### config.mk
export PLATFORM = sky130hd
export DESIGN_NAME = fpu_phase_seq
export DESIGN_NICKNAME = d
export VERILOG_FILES = /design/src/rtl/fpu_seq_pkg.sv /design/src/rtl/fpu_seq_cnt.sv /design/src/rtl/fpu_phase_seq.sv
export SDC_FILE = /design/constraint.sdc
export NUM_CORES = 1
export LEC_CHECK = 0
export CORE_MARGIN = 2
export CORE_UTILIZATION = 50
export CTS_CLUSTER_SIZE = 25
export DETAILED_ROUTE_END_ITERATION = 12
export MAX_ROUTING_LAYER = met4
export PLACE_DENSITY = 0.76
export SETUP_SLACK_MARGIN = 0.3
export SLEW_MARGIN = 5
export SYNTH_ARGS = -nofsm -noshare
export SYNTH_HDL_FRONTEND = slang
export SYNTH_SLANG_ARGS = --single-unit
### constraint.sdc
create_clock -name clk -period 2.5 [get_ports clk]
set_input_delay 0.375 -clock clk [delete_from_list [all_inputs] [get_ports clk]]
set_output_delay 0.375 -clock clk [all_outputs]
set_load 0.05 [all_outputs]
### src/rtl/fpu_seq_pkg.sv
// fpu_seq_pkg
// Shared definitions for the FPU phase sequencer.
//   - State encodings and the enum type used by the sequencer FSM
//   - Default values for the stage count and the per-stage length field width
//   - Stage indices of the original add/mul/sub sequencer (three-stage configuration)
package fpu_seq_pkg;

  localparam int NUM_STAGES_DEF = 3;
  localparam int CYC_W_DEF      = 4;

  localparam logic [1:0] ST_IDLE = 2'd0;
  localparam logic [1:0] ST_RUN  = 2'd1;
  localparam logic [1:0] ST_DONE = 2'd2;

  typedef enum logic [1:0] {
    S_IDLE = ST_IDLE,
    S_RUN  = ST_RUN,
    S_DONE = ST_DONE
  } seq_state_e;

  localparam int STG_ADD = 0;
  localparam int STG_MUL = 1;
  localparam int STG_SUB = 2;

endpackage

### src/rtl/fpu_seq_cnt.sv
// fpu_seq_cnt
// Per-stage cycle down-counter. It is loaded with (length - 1) on stage entry
// and then counts down to zero. It stops at zero and waits for the next load.
// Ports:
//   clk       in   clock, rising edge
//   rst_n     in   asynchronous active-low reset (clears the count)
//   load      in   load load_val (has priority over counting)
//   load_val  in   CYC_W value to load
//   en        in   counting allowed this cycle
//   hold      in   freeze the count
//   cnt       out  current count
//   zero      out  count is zero
module fpu_seq_cnt #(
  parameter int CYC_W = 4
) (
  input  logic             clk,
  input  logic             rst_n,
  input  logic             load,
  input  logic [CYC_W-1:0] load_val,
  input  logic             en,
  input  logic             hold,
  output logic [CYC_W-1:0] cnt,
  output logic             zero
);

  logic [CYC_W-1:0] cnt_q;

  // The count never goes below zero. The owner reloads it on the zero cycle.
  always_ff @(posedge clk or negedge rst_n) begin
    if (!rst_n) begin
      cnt_q <= '0;
    end else if (load) begin
      cnt_q <= load_val;
    end else if (en && !hold && (cnt_q != '0)) begin
      cnt_q <= cnt_q - CYC_W'(1);
    end
  end

  assign cnt  = cnt_q;
  assign zero = (cnt_q == '0);

endmodule

### src/rtl/fpu_phase_seq.sv
// fpu_phase_seq
// Phase sequencer for the FPU datapath. It steps through NUM_STAGES phases.
// Each phase is held for a programmable number of cycles, and a length of 0 counts as 1.
// The interface is a start/done handshake, plus a stall input (hold) and an abort input.
// Ports:
//   clk         in   clock, rising edge
//   rst_n       in   asynchronous active-low reset
//   start       in   request a sequence (accepted when ready)
//   stage_len   in   per-stage lengths, field i = [i*CYC_W +: CYC_W], sampled on accept
//   hold        in   stall the running sequence
//   abort       in   cancel the running sequence
//   ready       out  idle or done, so a start will be taken
//   busy        out  sequence running
//   stage_vld   out  one-hot valid of the current phase
//   stage_idx   out  index of the current phase
//   stage_last  out  final cycle of the current phase
//   done        out  one-cycle completion pulse
module fpu_phase_seq
  import fpu_seq_pkg::*;
#(
  parameter int NUM_STAGES = NUM_STAGES_DEF,
  parameter int CYC_W      = CYC_W_DEF,
  localparam int IDX_W     = (NUM_STAGES > 1) ? $clog2(NUM_STAGES) : 1
) (
  input  logic                        clk,
  input  logic                        rst_n,
  input  logic                        start,
  input  logic [NUM_STAGES*CYC_W-1:0] stage_len,
  input  logic                        hold,
  input  logic                        abort,
  output logic                        ready,
  output logic                        busy,
  output logic [NUM_STAGES-1:0]       stage_vld,
  output logic [IDX_W-1:0]            stage_idx,
  output logic                        stage_last,
  output logic                        done
);

  localparam logic [IDX_W-1:0] LAST_IDX = IDX_W'(NUM_STAGES - 1);

  seq_state_e                  state_q, state_d;
  logic [NUM_STAGES*CYC_W-1:0] len_q;
  logic [IDX_W-1:0]            idx_q;
  logic [IDX_W-1:0]            next_idx;
  logic [CYC_W-1:0]            len_m1 [NUM_STAGES];
  logic [CYC_W-1:0]            first_m1;
  logic [CYC_W-1:0]            cnt_val;
  logic [CYC_W-1:0]            cnt;
  logic                        cnt_zero;
  logic                        cnt_load;
  logic                        cnt_en;
  logic                        is_run;
  logic                        is_ready;
  logic                        accept;
  logic                        at_last;
  logic                        step;
  logic                        kill;

  // Reload values (effective length - 1). A zero length behaves as one cycle.
  // Stage 0 is loaded at the accept edge, so its value comes straight from the
  // input and not from the shadow registers, which are written on that same edge.
  always_comb begin
    for (int i = 0; i < NUM_STAGES; i++) begin
      len_m1[i] = (len_q[i*CYC_W +: CYC_W] == '0) ? '0
                                                  : len_q[i*CYC_W +: CYC_W] - CYC_W'(1);
    end
    first_m1 = (stage_len[0 +: CYC_W] == '0) ? '0 : stage_len[0 +: CYC_W] - CYC_W'(1);
  end

  // Control decodes. Abort outranks hold, and hold outranks advancing a phase.
  always_comb begin
    is_run   = (state_q == S_RUN);
    is_ready = (state_q == S_IDLE) || (state_q == S_DONE);
    accept   = is_ready && start;
    at_last  = (idx_q == LAST_IDX);
    kill     = is_run && abort;
    step     = is_run && !abort && !hold && cnt_zero;
    next_idx = at_last ? idx_q : idx_q + IDX_W'(1);
    cnt_en   = is_run && !abort;
    cnt_load = accept || kill || (step && !at_last);
    if (accept) begin
      cnt_val = first_m1;
    end else if (kill) begin
      cnt_val = '0;
    end else begin
      cnt_val = len_m1[next_idx];
    end
  end

  fpu_seq_cnt #(
    .CYC_W (CYC_W)
  ) u_cnt (
    .clk      (clk),
    .rst_n    (rst_n),
    .load     (cnt_load),
    .load_val (cnt_val),
    .en       (cnt_en),
    .hold     (hold),
    .cnt      (cnt),
    .zero     (cnt_zero)
  );

  // FSM state register
  always_ff @(posedge clk or negedge rst_n) begin
    if (!rst_n) begin
      state_q <= S_IDLE;
    end else begin
      state_q <= state_d;
    end
  end

  // Next-state logic. Abort only acts in RUN, so in DONE a start always wins.
  always_comb begin
    state_d = state_q;
    case (state_q)
      S_IDLE: if (start) state_d = S_RUN;
      S_RUN: begin
        if (abort) begin
          state_d = S_IDLE;
        end else if (step && at_last) begin
          state_d = S_DONE;
        end
      end
      S_DONE:  state_d = start ? S_RUN : S_IDLE;
      default: state_d = S_IDLE;
    endcase
  end

  // Shadow lengths and stage index. The lengths are captured only on accept,
  // so later changes to stage_len do not affect a sequence that is running.
  always_ff @(posedge clk or negedge rst_n) begin
    if (!rst_n) begin
      len_q <= '0;
      idx_q <= '0;
    end else begin
      if (accept) begin
        len_q <= stage_len;
      end
      if (accept || kill) begin
        idx_q <= '0;
      end else if (step) begin
        idx_q <= at_last ? '0 : next_idx;
      end
    end
  end

  // Output decode. Every output depends only on registered state.
  always_comb begin
    ready      = is_ready;
    busy       = is_run;
    done       = (state_q == S_DONE);
    stage_vld  = '0;
    stage_idx  = '0;
    stage_last = is_run && cnt_zero;
    if (is_run) begin
      stage_vld[idx_q] = 1'b1;
      stage_idx        = idx_q;
    end
  end

endmodule

==> key figures, run 1 <==
Logic synthesis
  • Number of standard cells after synthesis: 170
  • Synthesis-stage register bit count: 20
  • Number of synthesis warnings: 0
  • Count of different cell masters after synthesis: 46
  • Area of the mapped netlist: 1443 µm²
  • Primary FF master, synth: sky130_fd_sc_hd__dfrtp_1
  • Number of synthesized flops with an enable pin: 0
  • Share of the yosys chip area belonging to registers: a little over a third
  • Synthesized area per cell: between 8 and 9 µm²
  • FFs w/ async S/R, synth: 100.0%
  • Syn Nets: 200

Timing
  • Setup-violating endpoint count in the final report: 0
  • Count of final max-slew check failures: 0
  • Slew HR: 64.75%
  • Crit share post-route: 82.75%
  • Unrepaired setup endpoints after global routing: no
  • Tmin final: 2.069 ns
  • Hold Fails Final Rpt: 0
  • Max frequency: 483.4 MHz
  • Tightest Pin Transition: 0.5247 ns
  • Worst clock skew: 0.003100 ns
  • Summed negative setup slack over all endpoints: 0 ns

Global routing
  • GRT Resource Usage Total: 22.24%
  • Vias in the first global route: around 1300
  • Aggregate global routing overflow: 0
  • First-pass GRT wire length: between 5000 and 6000 µm
  • Initial antenna violation count: 0
  • Maximum number of pins on one net before global-route repair: 21

Status
  • Run status: finished, final reports clean

Floorplanning
  • Number of top-level design ports: 26
  • Std-Cell Core Area: approximately 2800 µm²
  • Die Area: 3331 µm²
  • Die Ht: 57.72 µm
  • Initial core utilization: 52.31%
  • Die X: around 58 µm
  • Row count: 19

Setup path
  • Worst Setup Start Kind: register
  • Crit path DAT: 2.25 ns
  • WS Path Type: reg -> reg
  • FF-to-FF setup slack: 0.43 ns
  • Reg-to-reg endpoint: u_cnt.cnt[3]
  • Worst r2r src: idx_q[0]
  • Largest fanout of any net on the critical path: 4
  • Kind of capture point of the worst setup path: register
  • Required @ worst endpoint: 2.68 ns
  • Count of cells along the worst register-to-register path: 6

Drt
  • Per-cell via count in the routed design: 5.725
  • Routed wire length per instance: 14.33 µm
  • Antenna-violating nets left: 0
  • WL final: 3282 µm
  • DR vias: ~1300
  • TritonRoute pass-1 iters: 5
  • DRC Markers: 0
  • Starting DRC count in detailed routing: 27

Layout
  • Number of nets in the finished design: about 230
  • Proportion of layout cells with a drive suffix above 1: about a tenth
  • Layout fillers: roughly 250
  • Area growth from synthesis to final layout: 22.64%
  • Multi-input gate area: 869.6 µm²
  • Antenna Diode Count: 0
  • Area occupied by registers: 500.5 µm²

Clock tree
  • Number of H-tree branching levels: 1
  • Maximum buffer depth of the clock tree: 2
  • Number of sinks handled by clock tree synthesis: 20
  • Clock-pin slew of the registers on the worst-case setup and hold paths: approximately 0.12 ns
  • Hold bufs inserted after CTS: 0
  • Clock network latency to the later pin of the worst-skew pair: about 0.30 ns
  • Clock root buffer: sky130_fd_sc_hd__clkbuf_4
  • Post-CTS Repair Setup Buffers: 0
  • CTS Buf Count: 3
  • Clock tree from TritonCTS: done

Pwr
  • Power Total: 1166 µW
  • Static Leakage: 0.0008220 µW
  • Maximum VDD drop: between 0.4 and 0.5 mV
  • Power per Cell Area: 659.2 nW/µm²

Hold path
  • Kind of path behind the tightest hold check: in -> async

Place
  • Global placement routability congestion: about 0.9
  • DP HPWL: 2649 µm
  • IO buf count: 25

Run
  • Max-cap viol count: 0
what timing repair did:
item	4_1_cts	5_1_grt
gates resized for setup	7	11
setup endpoints to repair	7	7
endpoints found under the hold margin	0	0
worst max-delay path, cell delays in order (launching register included):
cell and delay (ns):
sky130_fd_sc_hd__dfrtp_1 0.41, sky130_fd_sc_hd__inv_1 0.11, sky130_fd_sc_hd__ha_1 0.26, sky130_fd_sc_hd__or4b_2 0.63, sky130_fd_sc_hd__o211ai_2 0.25, sky130_fd_sc_hd__o311a_1 0.21
sky130_fd_sc_hd__a31oi_1 0.08
layer usage:
metal	vias up	GRT usage, %	routed length (µm)
met2	34	39.77	1718
li1	643	-	-
met5	-	-	0
met1	628	25.04	1370
met3	6	2.455	124
met4	0	9.302	68
how the worst max path moves through the flow:
stage | startpoint | endpoint | slack, ns | cells past startpoint
2_1_floorplan | u_cnt.cnt[0] | stage_last | 0.38 | 4
3_3_place_gp | abort | u_cnt.cnt[2] | 0.34 | 5
3_5_place_dp | abort | u_cnt.cnt[2] | 0.29 | 5
4_1_cts | state_q[0] | stage_vld[2] | 0.29 | 4
5_1_grt | state_q[0] | stage_idx[1] | 0.32 | 3
6_report | idx_q[0] | u_cnt.cnt[3] | 0.43 | 6
power breakdown:
| group | internal [µW] | switching [µW] | leakage [µW] | total, µW |
|---|---|---|---|---|
| clock | 88.7 | 100 | 0.0000210 | 189 |
| combinational | 231 | 276 | 0.000552 | 507 |
| sequential | 394 | 75.5 | 0.000249 | 470 |
layout by cell type, fill, tap and decap left out, types with 3 or more instances in the layout:
cell type / n
sky130_fd_sc_hd__nand2b_1: 7
sky130_fd_sc_hd__nor3b_1: 4
sky130_fd_sc_hd__clkdlybuf4s50_1: 17
sky130_fd_sc_hd__buf_4: 3
sky130_fd_sc_hd__ha_1: 13
sky130_fd_sc_hd__a21oi_1: 4
sky130_fd_sc_hd__clkbuf_2: 4
sky130_fd_sc_hd__dfrtp_1: 20
sky130_fd_sc_hd__nor2_1: 8
sky130_fd_sc_hd__nor2b_1: 4
sky130_fd_sc_hd__nand3_1: 3
sky130_fd_sc_hd__clkbuf_4: 3
sky130_fd_sc_hd__nor3_1: 8
sky130_fd_sc_hd__inv_1: 16
sky130_fd_sc_hd__o21ai_0: 9
sky130_fd_sc_hd__nand2_1: 26
sky130_fd_sc_hd__and2_1: 4
cell type report:
type / instances / area share, %
multi-input cells: 130 / 49.15
flip-flops and latches: 20 / 28.29
repair buffers: 28 / 14.92
inverters: 16 / 3.395
well taps: 31 / 2.192
clock buffers: 4 / 2.051
flip-flops by register name, summed over array words and instances (netlist names):
register and count:
state_q 2, idx_q 2, len_q 12, u_cnt.cnt 4
synth_stat cells (3+ instances only):
library cell,n,share of area [%]
sky130_fd_sc_hd__a21oi_1,4,1.4
sky130_fd_sc_hd__and2_1,4,1.7
sky130_fd_sc_hd__dfrtp_1,20,35
sky130_fd_sc_hd__ha_1,13,11
sky130_fd_sc_hd__inv_1,16,4.2
sky130_fd_sc_hd__nand2_1,26,6.8
sky130_fd_sc_hd__nand2b_1,7,3.0
sky130_fd_sc_hd__nand3_1,3,1.0
sky130_fd_sc_hd__nor2_1,9,2.3
sky130_fd_sc_hd__nor2b_1,4,1.7
sky130_fd_sc_hd__nor3_1,8,2.8
sky130_fd_sc_hd__nor3b_1,4,2.1
sky130_fd_sc_hd__o21ai_0,9,3.1
per-stage QoR:
stage / utilization, % / cells / cell area (µm²) / worst slack (ns) / hold WS [ns]
after detailed placement: 63.34 / 225 / 1747 / 0.2856 / 0.5276
final: 64.16 / 229 / 1769 / 0.4312 / 0.3991
after global routing: 64.16 / 229 / 1769 / 0.3219 / 0.4255
after global placement: 63.34 / 225 / 1747 / 0.3418 / 0.5164
after CTS: 64.47 / 229 / 1778 / 0.2863 / 0.4045
after floorplan: - / 170 / 1443 / 0.3794 / 0.07941
cells by family (layout without fill, tap and decap cells):
logic type | count (synthesis) | count (layout) | synth area share, %
and+or+nand+nor | 78 | 78 | 28.53
AOI/OAI and AO/OA | 34 | 34 | 16.57
DFF | 20 | 20 | 34.69
buffers and inverters | 20 | 48 | 5.378
adders and majority gates | 13 | 13 | 11.28
muxes | 4 | 4 | 2.949
xor gates and xnor gates | 1 | 1 | 0.6072
(Power assumes the default switching activity.)
==> inputs of run 2 (changes only) <==
Clock period 2.5 ns to 2 ns, I/O delays scaled along.
==> key figures, run 2 (synthesis results as in run 1) <==
Setup path
  • Kind of cell with the highest combined delay on the critical path: simple AND/OR/NAND/NOR gates (unchanged)
  • Crit path DAT: 1.62 ns (was 2.25 ns)
  • Cell with the largest stage delay on the worst path: sky130_fd_sc_hd__dfrtp_1 (was sky130_fd_sc_hd__or4b_2)
  • Buf+Inv Stages, Crit Path: 2 (was 1)
  • WS Path Type: reg -> out (was reg -> reg)
  • Total stage count of the critical path: 5 (was 6)
  • Largest fanout of any net on the critical path: 2 (was 4)
  • Count of cells along the worst register-to-register path: 9 (was 6)
  • Kind of capture point of the worst setup path: output port (was register)
  • Stage delay of the slowest cell on the critical path: 0.41 ns (was 0.63 ns)
  • Required @ worst endpoint: 1.70 ns (was 2.68 ns)
  • Worst Setup Start Kind: register (unchanged)
  • Cell chain of the critical path: inv_2 -> ha_4 -> or3b_4 -> nor2_4 -> buf_12 (was inv_1 -> ha_1 -> or4b_2 -> o211ai_2 -> o311a_1 -> a31oi_1)

Drt
  • DRC Markers: 0 (unchanged)
  • TritonRoute pass-1 iters: 4 (was 5)
  • Antenna-violating nets left: 0 (unchanged)
  • Per-cell via count in the routed design: 5.745 (was 5.725)
  • Starting DRC count in detailed routing: 48 (was 27)
  • WL final: 3952 µm (was 3282 µm)
  • DR vias: 1442 (was 1311)
  • Routed wire length per instance: 15.75 µm (was 14.33 µm)

Place
  • IO buf count: 25 (unchanged)
  • Total instance count after detailed placement: 231 (was 225)
  • DP HPWL: 2674 µm (was 2649 µm)
  • Global placement routability congestion: 0.8632 (was 0.9121)
  • Worst setup slack before clock tree synthesis: -0.09681 ns (was 0.2856 ns)

Clock tree
  • Clock tree from TritonCTS: done (unchanged)
  • Clock network latency to the later pin of the worst-skew pair: 0.32 ns (was 0.30 ns)
  • Number of H-tree branching levels: 1 (unchanged)
  • Maximum buffer depth of the clock tree: 2 (unchanged)
  • CTS Buf Count: 3 (unchanged)
  • Clock-pin slew of the registers on the worst-case setup and hold paths: 0.12 ns (about the same)
  • Number of sinks handled by clock tree synthesis: 20 (unchanged)
  • Clock root buffer: sky130_fd_sc_hd__clkbuf_4 (unchanged)

Pwr
  • Static Leakage: 0.0009635 µW (was 0.0008220 µW)
  • Maximum VDD drop: 0.8069 mV (was 0.4883 mV)
  • Power per Cell Area: 805.1 nW/µm² (was 659.2 nW/µm²)

Layout
  • Area growth from synthesis to final layout: 51.26% (was 22.64%)
  • Area occupied by registers: 501.7 µm² (was 500.5 µm²)
  • Utilization of the core after routing: 79.13% (was 64.16%)
  • Proportion of layout cells with a drive suffix above 1: 33.64% (was 9.596%)
  • Max FFs per register: 12 (unchanged)
  • Layout fillers: 181 (was 251)
  • Multi-input gate area: 1022 µm² (was 869.6 µm²)
  • Register bank with the most flops: len_q (unchanged)
  • Antenna Diode Count: 0 (unchanged)
  • Most common cell after layout, fill and taps aside: sky130_fd_sc_hd__nand2_1 (unchanged)
  • Number of nets in the finished design: 251 (was 229)
  • Commonest cells after routing, fill and taps aside: 26 x sky130_fd_sc_hd__nand2_1, 22 x sky130_fd_sc_hd__buf_4, 19 x sky130_fd_sc_hd__dfrtp_1, 16 x sky130_fd_sc_hd__clkdlybuf4s50_1, 11 x sky130_fd_sc_hd__inv_1 (was 26 x sky130_fd_sc_hd__nand2_1, 20 x sky130_fd_sc_hd__dfrtp_1, 17 x sky130_fd_sc_hd__clkdlybuf4s50_1, 16 x sky130_fd_sc_hd__inv_1, 13 x sky130_fd_sc_hd__ha_1)
  • Final non-filler cell total: 251 (was 229)

Timing
  • Max frequency: 520.9 MHz
  • Tightest Pin Transition: 0.4974 ns (was 0.5247 ns)
  • Unrepaired setup endpoints after global routing: yes (was no)
  • Tmin final: roughly 1.9 ns
  • Slew HR: 66.77% (was 64.75%)
  • Worst hold slack: 0.3096 ns (was 0.3991 ns)
  • Worst clock skew: 0.002034 ns (was 0.003100 ns)
  • Fin worst setup slack: 0.08039 ns (was 0.4312 ns)
  • Hold Fails Final Rpt: 0 (unchanged)
  • Count of final max-slew check failures: 0 (unchanged)
  • Crit share post-route: 95.98%
  • Setup-violating endpoint count in the final report: 0 (unchanged)

Global routing
  • Initial antenna violation count: 0 (unchanged)
  • First-pass GRT wire length: 6161 µm (was 5561 µm)
  • Maximum number of pins on one net before global-route repair: 21 (unchanged)
  • GRT Resource Usage Total: 24.78% (was 22.24%)
  • Vias in the first global route: 1419 (was 1289)
  • Aggregate global routing overflow: 0 (unchanged)

Floorplanning
  • Initial core utilization: 52.31% (unchanged)
  • Die Ht: 57.72 µm (unchanged)
  • Number of top-level design ports: 26 (unchanged)
  • Die X: 57.72 µm (unchanged)
  • Row count: 19 (unchanged)
  • Std-Cell Core Area: 2758 µm² (unchanged)
  • Die Area: 3331 µm² (unchanged)

Status
  • Run status: finished, final reports clean (unchanged)

Hold path
  • Kind of path behind the tightest hold check: in -> async (unchanged)

Run
  • Max-cap viol count: 0 (unchanged)
run 2: changes by cell type in the layout (fill, tap and decap cells not counted), moves of 4 or more:
| cell | previous run | this run |
|---|---|---|
| sky130_fd_sc_hd__and2_1 | 4 | 0 |
| sky130_fd_sc_hd__and2_4 | 0 | 4 |
| sky130_fd_sc_hd__buf_12 | 1 | 7 |
| sky130_fd_sc_hd__buf_4 | 3 | 22 |
| sky130_fd_sc_hd__buf_6 | 0 | 4 |
| sky130_fd_sc_hd__clkbuf_2 | 4 | 0 |
| sky130_fd_sc_hd__inv_1 | 16 | 11 |
| sky130_fd_sc_hd__inv_2 | 0 | 4 |
| sky130_fd_sc_hd__nor2_1 | 8 | 4 |
| sky130_fd_sc_hd__nor2_4 | 0 | 4 |
run 2: repair_timing:
action | CTS | global route
setup endpoints to repair | 15 | 15
hold buffers | 0 | 0
pin swaps | 6 | 6
setup buffers | 8 | 8
resized for setup | 18 | 22
run 2: where the power goes:
group	switching, µW	internal, µW	total [µW]
clock	138	112	250
combinational	449	466	914
sequential	99.2	493	593
run 2: path summary, 6_finish.rpt:
kind / slack, ns / endpoint / from
min in group clk: 0.50 / len_q[10] / stage_len[10]
worst max register to register: 0.15 / idx_q[1] / u_cnt.cnt[0]
max in group asynchronous: 1.46 / state_q[0] / rst_n
worst min register to register: 0.58 / len_q[7] / len_q[7]
worst max-delay path: 0.08 / stage_last / u_cnt.cnt[0]
worst min-delay path: 0.31 / state_q[0] / rst_n
run 2: per-layer routing:
layer / GRT usage [%] / up-vias / share of wire [%]
li1: - / 691 / -
met1: 29.96 / 702 / 40
met2: 43.18 / 35 / 54
met3: 2.009 / 14 / 3.1
met4: 8.970 / 0 / 2.3
met5: - / - / 0
run 2: layout make-up:
| cell class | count | share of cell area (%) |
|---|---|---|
| multi-input combinational | 130 | 46.85 |
| timing repair buffer | 50 | 23.80 |
| sequential | 20 | 22.99 |
| inverter | 16 | 2.924 |
| tap | 31 | 1.778 |
| clock buffer | 4 | 1.663 |
run 2: metrics by stage:
stage	setup TNS [ns]	instance area [µm²]	power (µW)
after floorplan	0	1466	1030
after global placement	-0.03227	1873	1237
after detailed placement	-0.2522	1873	1276
after CTS	0	2031	1610
after global routing	0	2182	1868
final	0	2182	1757
==> inputs of run 3 (changes only) <==
Settings changed: SYNTH_HIERARCHICAL set to 1.
==> key figures, run 3 <==
Pwr
  • Maximum VDD drop: 0.7073 mV (was 0.8069 mV)
  • Static Leakage: 0.0009302 µW (was 0.0009635 µW)
  • Power per Cell Area: 857.4 nW/µm² (was 805.1 nW/µm²)

Drt
  • Starting DRC count in detailed routing: 68 (was 48)
  • Amount of wire on met3 after detailed routing: 117 µm (was 124 µm)
  • Per-cell via count in the routed design: 5.651 (was 5.745)
  • Top routing layer in use: met4 (unchanged)
  • Routed wire length on met2: 1856 µm (was 2136 µm)
  • TritonRoute pass-1 iters: 4 (unchanged)
  • Antenna-violating nets left: 0 (unchanged)
  • Wire length on met1: 1484 µm (was 1600 µm)
  • Routed wire length per instance: 14.66 µm (was 15.75 µm)
  • DRC Markers: 0 (unchanged)
  • DR vias: 1362 (was 1442)
  • WL final: 3532 µm (was 3952 µm)

Layout
  • Area occupied by registers: 503.0 µm² (was 501.7 µm²)
  • Multi-input gate area: 945.9 µm² (was 1022 µm²)
  • Area growth from synthesis to final layout: 36.90% (was 51.26%)
  • Proportion of layout cells with a drive suffix above 1: 23.81% (was 33.64%)
  • Max FFs per register: 12 (unchanged)
  • Commonest cells after routing, fill and taps aside: 31 x sky130_fd_sc_hd__nand2_1, 19 x sky130_fd_sc_hd__buf_4, 18 x sky130_fd_sc_hd__dfrtp_1, 16 x sky130_fd_sc_hd__clkdlybuf4s50_1, 10 x sky130_fd_sc_hd__inv_1 (was 26 x sky130_fd_sc_hd__nand2_1, 22 x sky130_fd_sc_hd__buf_4, 19 x sky130_fd_sc_hd__dfrtp_1, 16 x sky130_fd_sc_hd__clkdlybuf4s50_1, 11 x sky130_fd_sc_hd__inv_1)
  • Register bank with the most flops: len_q (unchanged)
  • Antenna Diode Count: 0 (unchanged)
  • Number of nets in the finished design: 240 (was 251)
  • Layout fillers: 219 (was 181)
  • Most common cell after layout, fill and taps aside: sky130_fd_sc_hd__nand2_1 (unchanged)

Setup path
  • Cell chain of the critical path: inv_1 -> ha_2 -> nor3b_4 -> and2_4 -> buf_12 (was inv_2 -> ha_4 -> or3b_4 -> nor2_4 -> buf_12)
  • WS Path Type: reg -> out (unchanged)
  • Required @ worst endpoint: 1.70 ns (about the same)
  • Kind of capture point of the worst setup path: output port (unchanged)
  • Largest fanout of any net on the critical path: 2 (unchanged)
  • Crit path DAT: 1.47 ns (was 1.62 ns)
  • Stage delay of the slowest cell on the critical path: 0.40 ns (was 0.41 ns)
  • Worst Setup Start Kind: register (unchanged)
  • Cell with the largest stage delay on the worst path: sky130_fd_sc_hd__dfrtp_1 (unchanged)

Timing
  • Worst clock skew: 0.002946 ns (was 0.002034 ns)
  • Max frequency: 565.4 MHz (was 520.9 MHz)
  • Setup-violating endpoint count in the final report: 0 (unchanged)
  • Hold Fails Final Rpt: 0 (unchanged)
  • Count of final max-slew check failures: 0 (unchanged)
  • Slew HR: 72.66% (was 66.77%)
  • Summed negative setup slack over all endpoints: 0 ns (unchanged)
  • Fin worst setup slack: 0.2313 ns (was 0.08039 ns)
  • Tightest Pin Transition: 0.4088 ns (was 0.4974 ns)
  • Unrepaired setup endpoints after global routing: yes (unchanged)
  • Crit share post-route: 88.43% (was 95.98%)
  • Tmin final: 1.769 ns (was 1.920 ns)

Floorplanning
  • Number of top-level design ports: 26 (unchanged)
  • Initial core utilization: 52.63% (was 52.31%)
  • Die Area: 3350 µm² (was 3331 µm²)
  • Row count: 19 (unchanged)
  • Std-Cell Core Area: 2758 µm² (unchanged)
  • Die Ht: 57.88 µm (was 57.72 µm)
  • Die X: 57.88 µm (was 57.72 µm)

Logic synthesis
  • Largest family of logic cells by synthesized area: simple AND/OR/NAND/NOR gates (unchanged)
  • Dominant cell by count in the synthesized netlist: sky130_fd_sc_hd__nand2_1 (unchanged)
  • Top cells by count, synth: 31 x sky130_fd_sc_hd__nand2_1, 20 x sky130_fd_sc_hd__dfrtp_1, 14 x sky130_fd_sc_hd__inv_1, 12 x sky130_fd_sc_hd__ha_1, 10 x sky130_fd_sc_hd__nor3_1 (was 26 x sky130_fd_sc_hd__nand2_1, 20 x sky130_fd_sc_hd__dfrtp_1, 16 x sky130_fd_sc_hd__inv_1, 13 x sky130_fd_sc_hd__ha_1)
  • Compound-gate portion of the synthesized area: 14.83% (was 16.57%)
  • Syn Nets: 199 (was 200)
  • Share of the yosys chip area belonging to registers: 34.48% (was 34.69%)
  • Most area-consuming cells after synthesis: sky130_fd_sc_hd__dfrtp_1 34%, sky130_fd_sc_hd__ha_1 10%, sky130_fd_sc_hd__nand2_1 8.0%, sky130_fd_sc_hd__mux2i_1 4.8%, sky130_fd_sc_hd__inv_1 3.6% (was sky130_fd_sc_hd__dfrtp_1 35%, sky130_fd_sc_hd__ha_1 11%, sky130_fd_sc_hd__nand2_1 6.8%, sky130_fd_sc_hd__inv_1 4.2%, sky130_fd_sc_hd__o21ai_0 3.1%)
  • Primary FF master, synth: sky130_fd_sc_hd__dfrtp_1 (unchanged)
  • Number of standard cells after synthesis: 170 (unchanged)
  • Synthesis-stage register bit count: 20 (unchanged)
  • Area fraction in and, or, nand and nor cells after synthesis: 29.66% (was 28.53%)
  • FFs w/ async S/R, synth: 100.0% (unchanged)
  • Count of different cell masters after synthesis: 40 (was 46)
  • Area share of fa/ha/maj cells after synthesis: 10.34% (was 11.27%)
  • Synthesized area per cell: 8.538 µm² (was 8.486 µm²)
  • Synth area leader: sky130_fd_sc_hd__dfrtp_1 (unchanged)
  • Mux share of post-synthesis cell area: 5.603% (was 2.949%)
  • Number of synthesized flops with an enable pin: 0 (unchanged)
  • Number of synthesis warnings: 6 (was 0)
  • Share of the synthesized netlist area taken by xor and xnor gates: 0% (was 0.6071%)
  • Area of the mapped netlist: 1451 µm² (was 1443 µm²)
  • Proportion of netlist area held by the largest area contributor: 34.48% (was 34.69%)

Clock tree
  • Clock root buffer: sky130_fd_sc_hd__clkbuf_4 (unchanged)
  • CTS Buf Count: 3 (unchanged)
  • Number of H-tree branching levels: 1 (unchanged)
  • Number of sinks handled by clock tree synthesis: 20 (unchanged)
  • Clock-pin slew of the registers on the worst-case setup and hold paths: 0.12 ns (about the same)
  • Hold bufs inserted after CTS: 0 (unchanged)
  • Maximum buffer depth of the clock tree: 2 (unchanged)
  • Clock tree from TritonCTS: done (unchanged)
  • Clock network latency to the later pin of the worst-skew pair: 0.31 ns (was 0.32 ns)

Status
  • Run status: finished, final reports clean (unchanged)

Global routing
  • Maximum number of pins on one net before global-route repair: 21 (unchanged)
  • First-pass GRT wire length: 5906 µm (was 6161 µm)
  • Aggregate global routing overflow: 0 (unchanged)
  • Initial antenna violation count: 0 (unchanged)
  • Vias in the first global route: 1340 (was 1419)
  • GRT Resource Usage Total: 23.45% (was 24.78%)

Hold path
  • Kind of path behind the tightest hold check: in -> async (unchanged)

Place
  • DP HPWL: 2546 µm (was 2674 µm)
  • IO buf count: 25 (unchanged)
  • Worst setup slack before clock tree synthesis: 0.04113 ns (was -0.09681 ns)
  • Global placement routability congestion: 0.8146 (was 0.8632)

Run
  • Max-cap viol count: 0 (unchanged)
run 3: cell count changes in the layout (fill, tap and decap cells not counted), sizes merged, moves of 3 or more:
cell    before  now
nand3b       1    4
mux2i        2    7
nor3b        4    8
buf         33   24
o21ai        9   14
nand3        3    0
nand2       26   31
run 3: worst max-delay path: cells and delay by family, from the launching register on:
kind,cells,cell delay (ns)
flops,1,0.40
simple gates,2,0.38
buf+inv,2,0.20
fa+ha+maj,1,0.18
run 3: through the flow:
stage	util [%]	cell area, µm²	power (µW)	std cells	hold WS (ns)
floorplan	-	1451	1016	170	0.004409
global placement	64.70	1784	1193	227	0.5304
detailed placement	64.70	1784	1227	227	0.5321
CTS	69.28	1911	1642	236	0.3216
global route	72.05	1987	1824	241	0.3409
finish	72.05	1987	1703	241	0.3190
run 3: cells by family after synthesis:
group | count (synthesis)
muxes | 8
AOI/OAI and AO/OA | 31
adders and majority gates | 12
and+or+nand+nor | 81
buffers and inverters | 18
DFF | 20
run 3: power breakdown:
group | leakage, µW | switching, µW | internal (µW)
Clock | 0.0000279 | 138 | 203
Combinational | 0.000656 | 385 | 390
Sequential | 0.000247 | 97.5 | 491
run 3: area by class of cell:
class | instances | area share [%]
tap | 31 | 1.952
clock buffer | 3 | 1.133
sequential | 20 | 25.31
timing repair buffer | 40 | 19.84
clock inverter | 1 | 1.511
multi-input combinational | 132 | 47.61
inverter | 14 | 2.645
run 3: worst paths after layout:
kind                               from      endpoint  slack [ns]  depth (start not counted)
max                        u_cnt/cnt[1]    stage_last        0.23                          5
min                               rst_n    state_q[1]        0.32                          2
max reg2reg                u_cnt/cnt[1]  u_cnt/cnt[1]        0.25                         10
min reg2reg                   len_q[10]     len_q[10]        0.57                          2
max in group asynchronous         rst_n    state_q[0]        1.44                          2
min in group clk           stage_len[7]      len_q[7]        0.50                          3
run 3: per-layer routing:
metal  GRT usage (%)  vias up
li1                -      669
met1           27.31      651
met3           2.902       11
met5               -        -
met2           40.75       31
met4           9.635        0
run 3: what timing repair did:
item,in CTS,in global routing
buffers inserted,5,5
endpoints found under the setup margin,7,10
pin swaps,2,2
gates resized for setup,11,11
